[config.mk]
export PLATFORM = sky130hd
export DESIGN_NAME = axi4_lite_master_flat
export DESIGN_NICKNAME = d
export VERILOG_FILES = /design/src/rtl/axi4_lite_master_pkg.sv /design/src/rtl/axi4_lite_master_if.sv /design/src/rtl/axi4_lite_master_wdog.sv /design/src/rtl/axi4_lite_master.sv /design/src/flat_wrapper.sv
export SDC_FILE = /design/constraint.sdc
export NUM_CORES = 1
export LEC_CHECK = 0
export BUFFER_PORTS_ARGS = -buffer_cell sky130_fd_sc_hd__buf_4
export CORE_MARGIN = 10
export CORE_UTILIZATION = 30
export CTS_CLUSTER_DIAMETER = 60
export DETAILED_ROUTE_END_ITERATION = 8
export RECOVER_POWER = 50
export SYNTH_ARGS = -nofsm -noshare
export SYNTH_HDL_FRONTEND = slang
export SYNTH_SLANG_ARGS = --single-unit
[constraint.sdc]
create_clock -name iClock -period 1.96 [get_ports iClock]
set_input_delay 0.196 -clock iClock [delete_from_list [all_inputs] [get_ports iClock]]
set_output_delay 0.196 -clock iClock [all_outputs]
set_load 0.02 [all_outputs]
[src/rtl/axi4_lite_master_pkg.sv]
// ----------------------------------------------------------------------------
// axi4_lite_master_pkg
// Shared configuration for the AXI4-Lite master slice:
//   - default bus widths (address, data, strobe, response)
//   - default watchdog limit
//   - FSM state encodings (plain 3-bit constants for legacy tooling)
//   - AXI response codes
// ----------------------------------------------------------------------------
package axi4_lite_master_pkg;

    localparam int AXI_ADDR_W         = 32;
    localparam int AXI_DATA_W         = 32;
    localparam int AXI_MASK_W         = AXI_DATA_W / 8;
    localparam int AXI_RESP_W         = 2;
    localparam int TIMEOUT_CYCLES_DEF = 1024;

    localparam logic [2:0] ST_IDLE    = 3'd0;
    localparam logic [2:0] ST_RD_ADDR = 3'd1;
    localparam logic [2:0] ST_RD_DATA = 3'd2;
    localparam logic [2:0] ST_WR_REQ  = 3'd3;
    localparam logic [2:0] ST_WR_RESP = 3'd4;
    localparam logic [2:0] ST_RSP     = 3'd5;

    localparam logic [AXI_RESP_W-1:0] RESP_OKAY   = 2'd0;
    localparam logic [AXI_RESP_W-1:0] RESP_SLVERR = 2'd2;
    localparam logic [AXI_RESP_W-1:0] RESP_DECERR = 2'd3;

endpackage

[src/rtl/axi4_lite_master_if.sv]
// ----------------------------------------------------------------------------
// axi4_lite_master_if
// AXI4-Lite channel bundle (AR, R, AW, W, B).
//   modport master : drives AR/AW/W payload+valid, R/B ready
//   modport slave  : drives AR/AW/W ready, R/B payload+valid
// ----------------------------------------------------------------------------
interface axi4_lite_master_if
    import axi4_lite_master_pkg::*;
#(
    parameter int ADDR_WIDTH = AXI_ADDR_W,
    parameter int DATA_WIDTH = AXI_DATA_W,
    parameter int MASK_WIDTH = AXI_MASK_W,
    parameter int RESP_WIDTH = AXI_RESP_W
);
    logic                  ar_valid;
    logic [ADDR_WIDTH-1:0] ar_bits_addr;
    logic                  ar_ready;

    logic                  r_valid;
    logic [DATA_WIDTH-1:0] r_bits_data;
    logic [RESP_WIDTH-1:0] r_bits_resp;
    logic                  r_ready;

    logic                  aw_valid;
    logic [ADDR_WIDTH-1:0] aw_bits_addr;
    logic                  aw_ready;

    logic                  w_valid;
    logic [DATA_WIDTH-1:0] w_bits_data;
    logic [MASK_WIDTH-1:0] w_bits_strb;
    logic                  w_ready;

    logic                  b_valid;
    logic [RESP_WIDTH-1:0] b_bits_resp;
    logic                  b_ready;

    modport master (
        output ar_valid, ar_bits_addr, input  ar_ready,
        input  r_valid, r_bits_data, r_bits_resp, output r_ready,
        output aw_valid, aw_bits_addr, input  aw_ready,
        output w_valid, w_bits_data, w_bits_strb, input  w_ready,
        input  b_valid, b_bits_resp, output b_ready
    );

    modport slave (
        input  ar_valid, ar_bits_addr, output ar_ready,
        output r_valid, r_bits_data, r_bits_resp, input  r_ready,
        input  aw_valid, aw_bits_addr, output aw_ready,
        input  w_valid, w_bits_data, w_bits_strb, output w_ready,
        output b_valid, b_bits_resp, input  b_ready
    );

endinterface

[src/rtl/axi4_lite_master_wdog.sv]
// ----------------------------------------------------------------------------
// axi4_lite_master_wdog
// Transaction watchdog. Counts cycles since the last clear; when the count
// reaches TIMEOUT_CYCLES the sticky timeout flag is raised until iReset.
// The counter saturates at the limit.
// Ports:
//   iClock, iReset : clock, synchronous active-high reset
//   clear_i        : restart the count (idle or any AXI handshake)
//   timeout_o      : sticky timeout flag
// ----------------------------------------------------------------------------
module axi4_lite_master_wdog #(
    parameter int TIMEOUT_CYCLES = 1024
) (
    input  logic iClock,
    input  logic iReset,
    input  logic clear_i,
    output logic timeout_o
);
    localparam int               CNT_W = $clog2(TIMEOUT_CYCLES + 1);
    localparam logic [CNT_W-1:0] LIMIT = CNT_W'(TIMEOUT_CYCLES);

    logic [CNT_W-1:0] cnt_q, cnt_d;
    logic             timeout_q, timeout_d;

    always_comb begin
        cnt_d     = cnt_q;
        timeout_d = timeout_q;
        if (clear_i) begin
            cnt_d = '0;
        end else if (cnt_q != LIMIT) begin
            cnt_d = cnt_q + CNT_W'(1);
        end
        if (cnt_d == LIMIT) begin
            timeout_d = 1'b1;
        end
    end

    always_ff @(posedge iClock) begin
        if (iReset) begin
            cnt_q     <= '0;
            timeout_q <= 1'b0;
        end else begin
            cnt_q     <= cnt_d;
            timeout_q <= timeout_d;
        end
    end

    assign timeout_o = timeout_q;

endmodule

[src/rtl/axi4_lite_master.sv]
// ----------------------------------------------------------------------------
// axi4_lite_master
// Single-outstanding AXI4-Lite master: turns a core load/store request into
// one AXI4-Lite read or write and returns data + response code to the core.
// Optional watchdog: define AXI4_LITE_MASTER_TIMEOUT_EN to enable oTimeout.
// Ports:
//   iClock, iReset           : clock, synchronous active-high reset
//   iReqValid/oReqReady      : request handshake (ready only in IDLE)
//   iReqWrite/Addr/Data/Mask : request payload
//   oRspValid/iRspReady      : response handshake
//   oRspData/oRspResp        : read data (0 for writes), RRESP/BRESP
//   oTimeout                 : sticky watchdog flag (0 when disabled)
//   pAXI4                    : AXI4-Lite master channels
// ----------------------------------------------------------------------------
module axi4_lite_master
    import axi4_lite_master_pkg::*;
#(
    parameter int ADDR_WIDTH     = AXI_ADDR_W,
    parameter int DATA_WIDTH     = AXI_DATA_W,
    parameter int MASK_WIDTH     = AXI_MASK_W,
    parameter int RESP_WIDTH     = AXI_RESP_W,
    parameter int TIMEOUT_CYCLES = TIMEOUT_CYCLES_DEF
) (
    input  logic                  iClock,
    input  logic                  iReset,
    input  logic                  iReqValid,
    input  logic                  iReqWrite,
    input  logic [ADDR_WIDTH-1:0] iReqAddr,
    input  logic [DATA_WIDTH-1:0] iReqData,
    input  logic [MASK_WIDTH-1:0] iReqMask,
    output logic                  oReqReady,
    output logic                  oRspValid,
    output logic [DATA_WIDTH-1:0] oRspData,
    output logic [RESP_WIDTH-1:0] oRspResp,
    input  logic                  iRspReady,
    output logic                  oTimeout,
    axi4_lite_master_if.master    pAXI4
);
    logic [2:0]            state_q, state_d;
    logic [ADDR_WIDTH-1:0] addr_q, addr_d;
    logic [DATA_WIDTH-1:0] data_q, data_d;
    logic [MASK_WIDTH-1:0] mask_q, mask_d;
    logic                  ar_valid_q, ar_valid_d;
    logic                  r_ready_q, r_ready_d;
    logic                  aw_valid_q, aw_valid_d;
    logic                  w_valid_q, w_valid_d;
    logic                  b_ready_q, b_ready_d;
    logic                  rsp_valid_q, rsp_valid_d;
    logic [DATA_WIDTH-1:0] rsp_data_q, rsp_data_d;
    logic [RESP_WIDTH-1:0] rsp_resp_q, rsp_resp_d;

    logic ar_hs, r_hs, aw_hs, w_hs, b_hs;
    logic aw_done, w_done;

    assign ar_hs = ar_valid_q && pAXI4.ar_ready;
    assign r_hs  = r_ready_q  && pAXI4.r_valid;
    assign aw_hs = aw_valid_q && pAXI4.aw_ready;
    assign w_hs  = w_valid_q  && pAXI4.w_ready;
    assign b_hs  = b_ready_q  && pAXI4.b_valid;

    // A write channel is done once its valid has dropped or it handshakes now;
    // this lets AW and W complete in either order or in the same cycle.
    assign aw_done = !aw_valid_q || aw_hs;
    assign w_done  = !w_valid_q  || w_hs;

    // NOTE: every _d takes its _q value first, so no branch leaves one unassigned and no latch is inferred.
    always_comb begin
        state_d     = state_q;
        addr_d      = addr_q;
        data_d      = data_q;
        mask_d      = mask_q;
        ar_valid_d  = ar_valid_q;
        r_ready_d   = r_ready_q;
        aw_valid_d  = aw_valid_q;
        w_valid_d   = w_valid_q;
        b_ready_d   = b_ready_q;
        rsp_valid_d = rsp_valid_q;
        rsp_data_d  = rsp_data_q;
        rsp_resp_d  = rsp_resp_q;

        case (state_q)
            ST_IDLE: begin
                if (iReqValid) begin
                    addr_d = iReqAddr;
                    data_d = iReqData;
                    mask_d = iReqMask;
                    if (iReqWrite) begin
                        aw_valid_d = 1'b1;
                        w_valid_d  = 1'b1;
                        state_d    = ST_WR_REQ;
                    end else begin
                        ar_valid_d = 1'b1;
                        state_d    = ST_RD_ADDR;
                    end
                end
            end
            ST_RD_ADDR: begin
                if (ar_hs) begin
                    ar_valid_d = 1'b0;
                    r_ready_d  = 1'b1;
                    state_d    = ST_RD_DATA;
                end
            end
            ST_RD_DATA: begin
                if (r_hs) begin
                    rsp_data_d  = pAXI4.r_bits_data;
                    rsp_resp_d  = pAXI4.r_bits_resp;
                    r_ready_d   = 1'b0;
                    rsp_valid_d = 1'b1;
                    state_d     = ST_RSP;
                end
            end
            ST_WR_REQ: begin
                if (aw_hs) aw_valid_d = 1'b0;
                if (w_hs)  w_valid_d  = 1'b0;
                if (aw_done && w_done) begin
                    b_ready_d = 1'b1;
                    state_d   = ST_WR_RESP;
                end
            end
            ST_WR_RESP: begin
                if (b_hs) begin
                    rsp_data_d  = '0;
                    rsp_resp_d  = pAXI4.b_bits_resp;
                    b_ready_d   = 1'b0;
                    rsp_valid_d = 1'b1;
                    state_d     = ST_RSP;
                end
            end
            ST_RSP: begin
                if (iRspReady) begin
                    rsp_valid_d = 1'b0;
                    state_d     = ST_IDLE;
                end
            end
            default: begin
                state_d = ST_IDLE;
            end
        endcase
    end

    // NOTE: synchronous reset clears payload registers too, so the bus never carries X after reset.
    always_ff @(posedge iClock) begin
        if (iReset) begin
            // NOTE: non-blocking assignments so every register samples pre-edge values.
            state_q     <= ST_IDLE;
            addr_q      <= '0;
            data_q      <= '0;
            mask_q      <= '0;
            ar_valid_q  <= 1'b0;
            r_ready_q   <= 1'b0;
            aw_valid_q  <= 1'b0;
            w_valid_q   <= 1'b0;
            b_ready_q   <= 1'b0;
            rsp_valid_q <= 1'b0;
            rsp_data_q  <= '0;
            rsp_resp_q  <= '0;
        end else begin
            state_q     <= state_d;
            addr_q      <= addr_d;
            data_q      <= data_d;
            mask_q      <= mask_d;
            ar_valid_q  <= ar_valid_d;
            r_ready_q   <= r_ready_d;
            aw_valid_q  <= aw_valid_d;
            w_valid_q   <= w_valid_d;
            b_ready_q   <= b_ready_d;
            rsp_valid_q <= rsp_valid_d;
            rsp_data_q  <= rsp_data_d;
            rsp_resp_q  <= rsp_resp_d;
        end
    end

    assign oReqReady = (state_q == ST_IDLE);
    assign oRspValid = rsp_valid_q;
    assign oRspData  = rsp_data_q;
    assign oRspResp  = rsp_resp_q;

    // Address register is shared by AR and AW; only one of them is ever valid.
    assign pAXI4.ar_valid     = ar_valid_q;
    assign pAXI4.ar_bits_addr = addr_q;
    assign pAXI4.r_ready      = r_ready_q;
    assign pAXI4.aw_valid     = aw_valid_q;
    assign pAXI4.aw_bits_addr = addr_q;
    assign pAXI4.w_valid      = w_valid_q;
    assign pAXI4.w_bits_data  = data_q;
    assign pAXI4.w_bits_strb  = mask_q;
    assign pAXI4.b_ready      = b_ready_q;

`ifdef AXI4_LITE_MASTER_TIMEOUT_EN
    logic wdog_clear;
    assign wdog_clear = (state_q == ST_IDLE) || ar_hs || r_hs || aw_hs || w_hs || b_hs;

    axi4_lite_master_wdog #(
        .TIMEOUT_CYCLES (TIMEOUT_CYCLES)
    ) u_wdog (
        .iClock    (iClock),
        .iReset    (iReset),
        .clear_i   (wdog_clear),
        .timeout_o (oTimeout)
    );
`else
    logic unused_timeout_cfg;
    assign unused_timeout_cfg = (TIMEOUT_CYCLES != 0);
    assign oTimeout           = 1'b0;
`endif

endmodule
[src/flat_wrapper.sv]
// flat-port wrapper written by rule: the top's interface ports become plain ports
module axi4_lite_master_flat import axi4_lite_master_pkg::*;
#(
    parameter int ADDR_WIDTH     = AXI_ADDR_W,
    parameter int DATA_WIDTH     = AXI_DATA_W,
    parameter int MASK_WIDTH     = AXI_MASK_W,
    parameter int RESP_WIDTH     = AXI_RESP_W,
    parameter int TIMEOUT_CYCLES = TIMEOUT_CYCLES_DEF
)
  (iClock, iReset, iReqValid, iReqWrite, iReqAddr, iReqData, iReqMask, oReqReady, oRspValid, oRspData, oRspResp, iRspReady, oTimeout, pAXI4_ar_valid, pAXI4_ar_bits_addr, pAXI4_ar_ready, pAXI4_r_valid, pAXI4_r_bits_data, pAXI4_r_bits_resp, pAXI4_r_ready, pAXI4_aw_valid, pAXI4_aw_bits_addr, pAXI4_aw_ready, pAXI4_w_valid, pAXI4_w_bits_data, pAXI4_w_bits_strb, pAXI4_w_ready, pAXI4_b_valid, pAXI4_b_bits_resp, pAXI4_b_ready);
  axi4_lite_master_if #(.ADDR_WIDTH(ADDR_WIDTH), .DATA_WIDTH(DATA_WIDTH), .MASK_WIDTH(MASK_WIDTH), .RESP_WIDTH(RESP_WIDTH)) pAXI4_i ();
  input  logic iClock;
  input  logic iReset;
  input  logic iReqValid;
  input  logic iReqWrite;
  input  logic [ADDR_WIDTH-1:0] iReqAddr;
  input  logic [DATA_WIDTH-1:0] iReqData;
  input  logic [MASK_WIDTH-1:0] iReqMask;
  output logic oReqReady;
  output logic oRspValid;
  output logic [DATA_WIDTH-1:0] oRspData;
  output logic [RESP_WIDTH-1:0] oRspResp;
  input  logic iRspReady;
  output logic oTimeout;
  output wire logic [$bits(pAXI4_i.ar_valid)-1:0] pAXI4_ar_valid;
  output wire logic [$bits(pAXI4_i.ar_bits_addr)-1:0] pAXI4_ar_bits_addr;
  input wire logic [$bits(pAXI4_i.ar_ready)-1:0] pAXI4_ar_ready;
  input wire logic [$bits(pAXI4_i.r_valid)-1:0] pAXI4_r_valid;
  input wire logic [$bits(pAXI4_i.r_bits_data)-1:0] pAXI4_r_bits_data;
  input wire logic [$bits(pAXI4_i.r_bits_resp)-1:0] pAXI4_r_bits_resp;
  output wire logic [$bits(pAXI4_i.r_ready)-1:0] pAXI4_r_ready;
  output wire logic [$bits(pAXI4_i.aw_valid)-1:0] pAXI4_aw_valid;
  output wire logic [$bits(pAXI4_i.aw_bits_addr)-1:0] pAXI4_aw_bits_addr;
  input wire logic [$bits(pAXI4_i.aw_ready)-1:0] pAXI4_aw_ready;
  output wire logic [$bits(pAXI4_i.w_valid)-1:0] pAXI4_w_valid;
  output wire logic [$bits(pAXI4_i.w_bits_data)-1:0] pAXI4_w_bits_data;
  output wire logic [$bits(pAXI4_i.w_bits_strb)-1:0] pAXI4_w_bits_strb;
  input wire logic [$bits(pAXI4_i.w_ready)-1:0] pAXI4_w_ready;
  input wire logic [$bits(pAXI4_i.b_valid)-1:0] pAXI4_b_valid;
  input wire logic [$bits(pAXI4_i.b_bits_resp)-1:0] pAXI4_b_bits_resp;
  output wire logic [$bits(pAXI4_i.b_ready)-1:0] pAXI4_b_ready;
  assign pAXI4_ar_valid = pAXI4_i.ar_valid;
  assign pAXI4_ar_bits_addr = pAXI4_i.ar_bits_addr;
  assign pAXI4_i.ar_ready = pAXI4_ar_ready;
  assign pAXI4_i.r_valid = pAXI4_r_valid;
  assign pAXI4_i.r_bits_data = pAXI4_r_bits_data;
  assign pAXI4_i.r_bits_resp = pAXI4_r_bits_resp;
  assign pAXI4_r_ready = pAXI4_i.r_ready;
  assign pAXI4_aw_valid = pAXI4_i.aw_valid;
  assign pAXI4_aw_bits_addr = pAXI4_i.aw_bits_addr;
  assign pAXI4_i.aw_ready = pAXI4_aw_ready;
  assign pAXI4_w_valid = pAXI4_i.w_valid;
  assign pAXI4_w_bits_data = pAXI4_i.w_bits_data;
  assign pAXI4_w_bits_strb = pAXI4_i.w_bits_strb;
  assign pAXI4_i.w_ready = pAXI4_w_ready;
  assign pAXI4_i.b_valid = pAXI4_b_valid;
  assign pAXI4_i.b_bits_resp = pAXI4_b_bits_resp;
  assign pAXI4_b_ready = pAXI4_i.b_ready;
  axi4_lite_master #(.ADDR_WIDTH(ADDR_WIDTH), .DATA_WIDTH(DATA_WIDTH), .MASK_WIDTH(MASK_WIDTH), .RESP_WIDTH(RESP_WIDTH), .TIMEOUT_CYCLES(TIMEOUT_CYCLES)) u_core (.iClock(iClock), .iReset(iReset), .iReqValid(iReqValid), .iReqWrite(iReqWrite), .iReqAddr(iReqAddr), .iReqData(iReqData), .iReqMask(iReqMask), .oReqReady(oReqReady), .oRspValid(oRspValid), .oRspData(oRspData), .oRspResp(oRspResp), .iRspReady(iRspReady), .oTimeout(oTimeout), .pAXI4(pAXI4_i));
endmodule
==> flow_summary.yaml <==
floorplan:
  core.rowCount: 45
  pin_count: 256
  die_y_um: 144
  initial_core_util_pct: 30.5
  coreArea_um2: 15200
  die_w_um: 144
  die_area_um2: 20800
synth:
  yosysMostFrequentCell: "nand2_1"
  syn_nets: 653
  syn_avg_cell_area_um2: 8.60
  synth_flop_cell: "dfxtp_1"
  yosysTopAreaCellShare_pct: 47.9
  syn-instance-count: 539
  yosys-top-cells-area: "dfxtp_1 (48%), nand2_1 (11%), a21oi_1 (7.8%)"
  ys_seq_elements: 111
  seq_area_frac_synth_pct: 47.9
  async_flop_share_pct: 0
  synth_edf_count: 0
  synth_commonest_cells: "nand2_1 (141), dfxtp_1 (111), a21oi_1 (72)"
  synth_top_cell_by_area: "dfxtp_1"
  netlist_area_um2: 4640
  yosysWarningCount: 0
  synth.distinct_cells: 37
setup_path:
  crit_path_start_kind: "flip-flop"
  cp.arrival_ns: 1.87
  crit_path_end_kind: "flip-flop"
  slowest_stage: "dfxtp_1"
  crit_type: "reg2reg"
  critical-path-max-stage-delay_ns: 0.44
  critical_path.cell_chain: "buf_4, nand4b_4, a21oi_4, buf_12, mux2i_1, nor2_1"
  required_ns: 2.19
  critPathMaxFanout: 37
drt:
  wl_per_cell_um: 15.6
  num_vias: 4214
  dr.pass1.iters: 4
  drtAntennaViolNets: 0
  routed_wl_mm: 14.7
  drc_errors: 0
  drt_iter0_markers: 129
  vias_per_cell: 4.49
clock_tree:
  cts_tree: "done"
  clockBufferDepth: 2
  clock-sinks: 111
  postCtsSetupBuffers: 0
  clk_latency_ns: 0.34
  cts_hold_buf: 0
  cts_buffers: 9
  cts_resized: 0
  clkTransAtPathRegs_ns: 0.07
  htree_levels: 3
  cts_root_buffer: "clkbuf_16"
global_route:
  grt_util_all_layers_pct: 13.1
  grt_pass1_vias: 4264
  grt_max_degree: 66
  grt_pass1_wl_mm: 22.0
  antenna_found_initial: 0
  overflow: 0
timing:
  hold_violations: 0
  fin_skew_ns: 0.00743
  slew_viol_final: 0
  setup_violations: 0
  worstMarginPinSlew_ns: 0.896
  post-route-period-util_pct: 83.7
  setup_slack_ns: 0.319
  period_minus_slack_ns: 1.64
  hold_ws_ns: 0.0836
  tns_ns: 0
  rsz0062_at_grt: "false"
  max_clock_freq_mhz: 609
  slew_headroom_pct: 40.0
place:
  post-place-ws_ns: 0.0918
  hpwl_mm: 11.3
  portBuffers: 254
  place_congestion: 0.765
pwr:
  p_leak_nw: 2.50
  total_power_mw: 7.55
  p_per_area_nw_per_um2: 1200
  peakVddDrop_mv: 0.589
finish:
  diodes: 0
  drive_gt1_share_pct: 22.4
  final_core_util_pct: 41.2
  areaGrowthSynthToFinish_pct: 35.2
  multi_input_area_um2: 1930
  layout.nets: 860
  fill_cells: 1631
  register_area_um2: 2220
status:
  status: "complete, no violations"
min_path:
  hp-class: "in2reg"
flow_run:
  maxCapViolCount: 0
[per-layer routing]
layer  vias to the layer above  routed length [µm]  track usage, %
li1                       2130                   -               -
met1                      1935                5570            13.7
met2                       137                7240            22.4
met3                        12                1650            6.85
met4                         0                 193            3.78
met5                         -                   0               0
[power breakdown]
group | switching, mW | total, mW | internal (mW)
clock network | 0.831 | 1.73 | 0.902
logic | 1.92 | 2.93 | 1.01
registers | 0.257 | 2.88 | 2.62
total | 3.01 | 7.55 | 4.53
[sequential cells by signal (all words and copies together), names as in the netlist]
signal	flops
u_core.oRspData	32
u_core.pAXI4.ar_bits_addr	32
u_core.pAXI4.w_bits_data	32
u_core.pAXI4.w_bits_strb	4
u_core.state_q	3
u_core.oRspResp	2
u_core.oRspValid	1
u_core.pAXI4.ar_valid	1
u_core.pAXI4.aw_valid	1
u_core.pAXI4.b_ready	1
u_core.pAXI4.r_ready	1
u_core.pAXI4.w_valid	1
[worst max-delay path, delay by kind of cell, from the launching register on]
kind | cells | cell delay, ns
DFF | 1 | 0.44
AOI/OAI and AO/OA | 1 | 0.18
muxes | 1 | 0.24
and+or+nand+nor | 2 | 0.17
buffers and inverters | 2 | 0.46
[final cells by class]
type | instances | area share (%)
flip-flops and latches | 111 | 35.5
clock inverters | 6 | 0.699
multi-input cells | 354 | 30.8
clock buffers | 10 | 3.81
inverters | 5 | 0.299
repair buffers | 265 | 25.2
well taps | 188 | 3.75
[cells in the final DEF (no fill, tap or decap), types with 2 or more instances in the layout]
master       n
nand2_1    140
buf_4      134
clkbuf_1   126
dfxtp_1    111
a21oi_1     72
nor2_1      38
mux2i_1     34
nor2b_1     33
clkbuf_16    9
inv_1        5
buf_12       5
o21ai_0      4
and2b_1      3
nand3_1      3
nor3_2       2
a311oi_1     2
nand4b_4     2
a211oi_2     2
clkinv_4     2
clkinv_2     2
[per-stage QoR]
step	std cells	cell area, µm²
after global routing	939	6270
after global placement	922	6450
after detailed placement	922	6450
after CTS	938	6730
final	939	6270
after floorplan	539	4640
[cell families after synthesis]
| family | synth area share (%) |
|---|---|
| AO/OA/AOI/OAI | 11.1 |
| other | 0.0809 |
| multiplexers | 7.34 |
| buffers and inverters | 10.9 |
| flip-flops | 47.9 |
| AND/OR/NAND/NOR | 22.6 |
[worst paths after layout]
check,to,cells past startpoint,startpoint,slack [ns]
max,u_core.oRspData[26]$_SDFFE_PP0P_,6,u_core.state_q[2]$_SDFFE_PP0P_,0.32
min,u_core.pAXI4.b_ready$_SDFFE_PP0P_,2,pAXI4_b_valid,0.08
max reg2reg,u_core.oRspData[26]$_SDFFE_PP0P_,6,u_core.state_q[2]$_SDFFE_PP0P_,0.32
min reg2reg,u_core.pAXI4.w_bits_data[13]$_SDFFE_PP0P_,2,u_core.pAXI4.w_bits_data[13]$_SDFFE_PP0P_,0.46
Power figures use the tool's default switching activity.
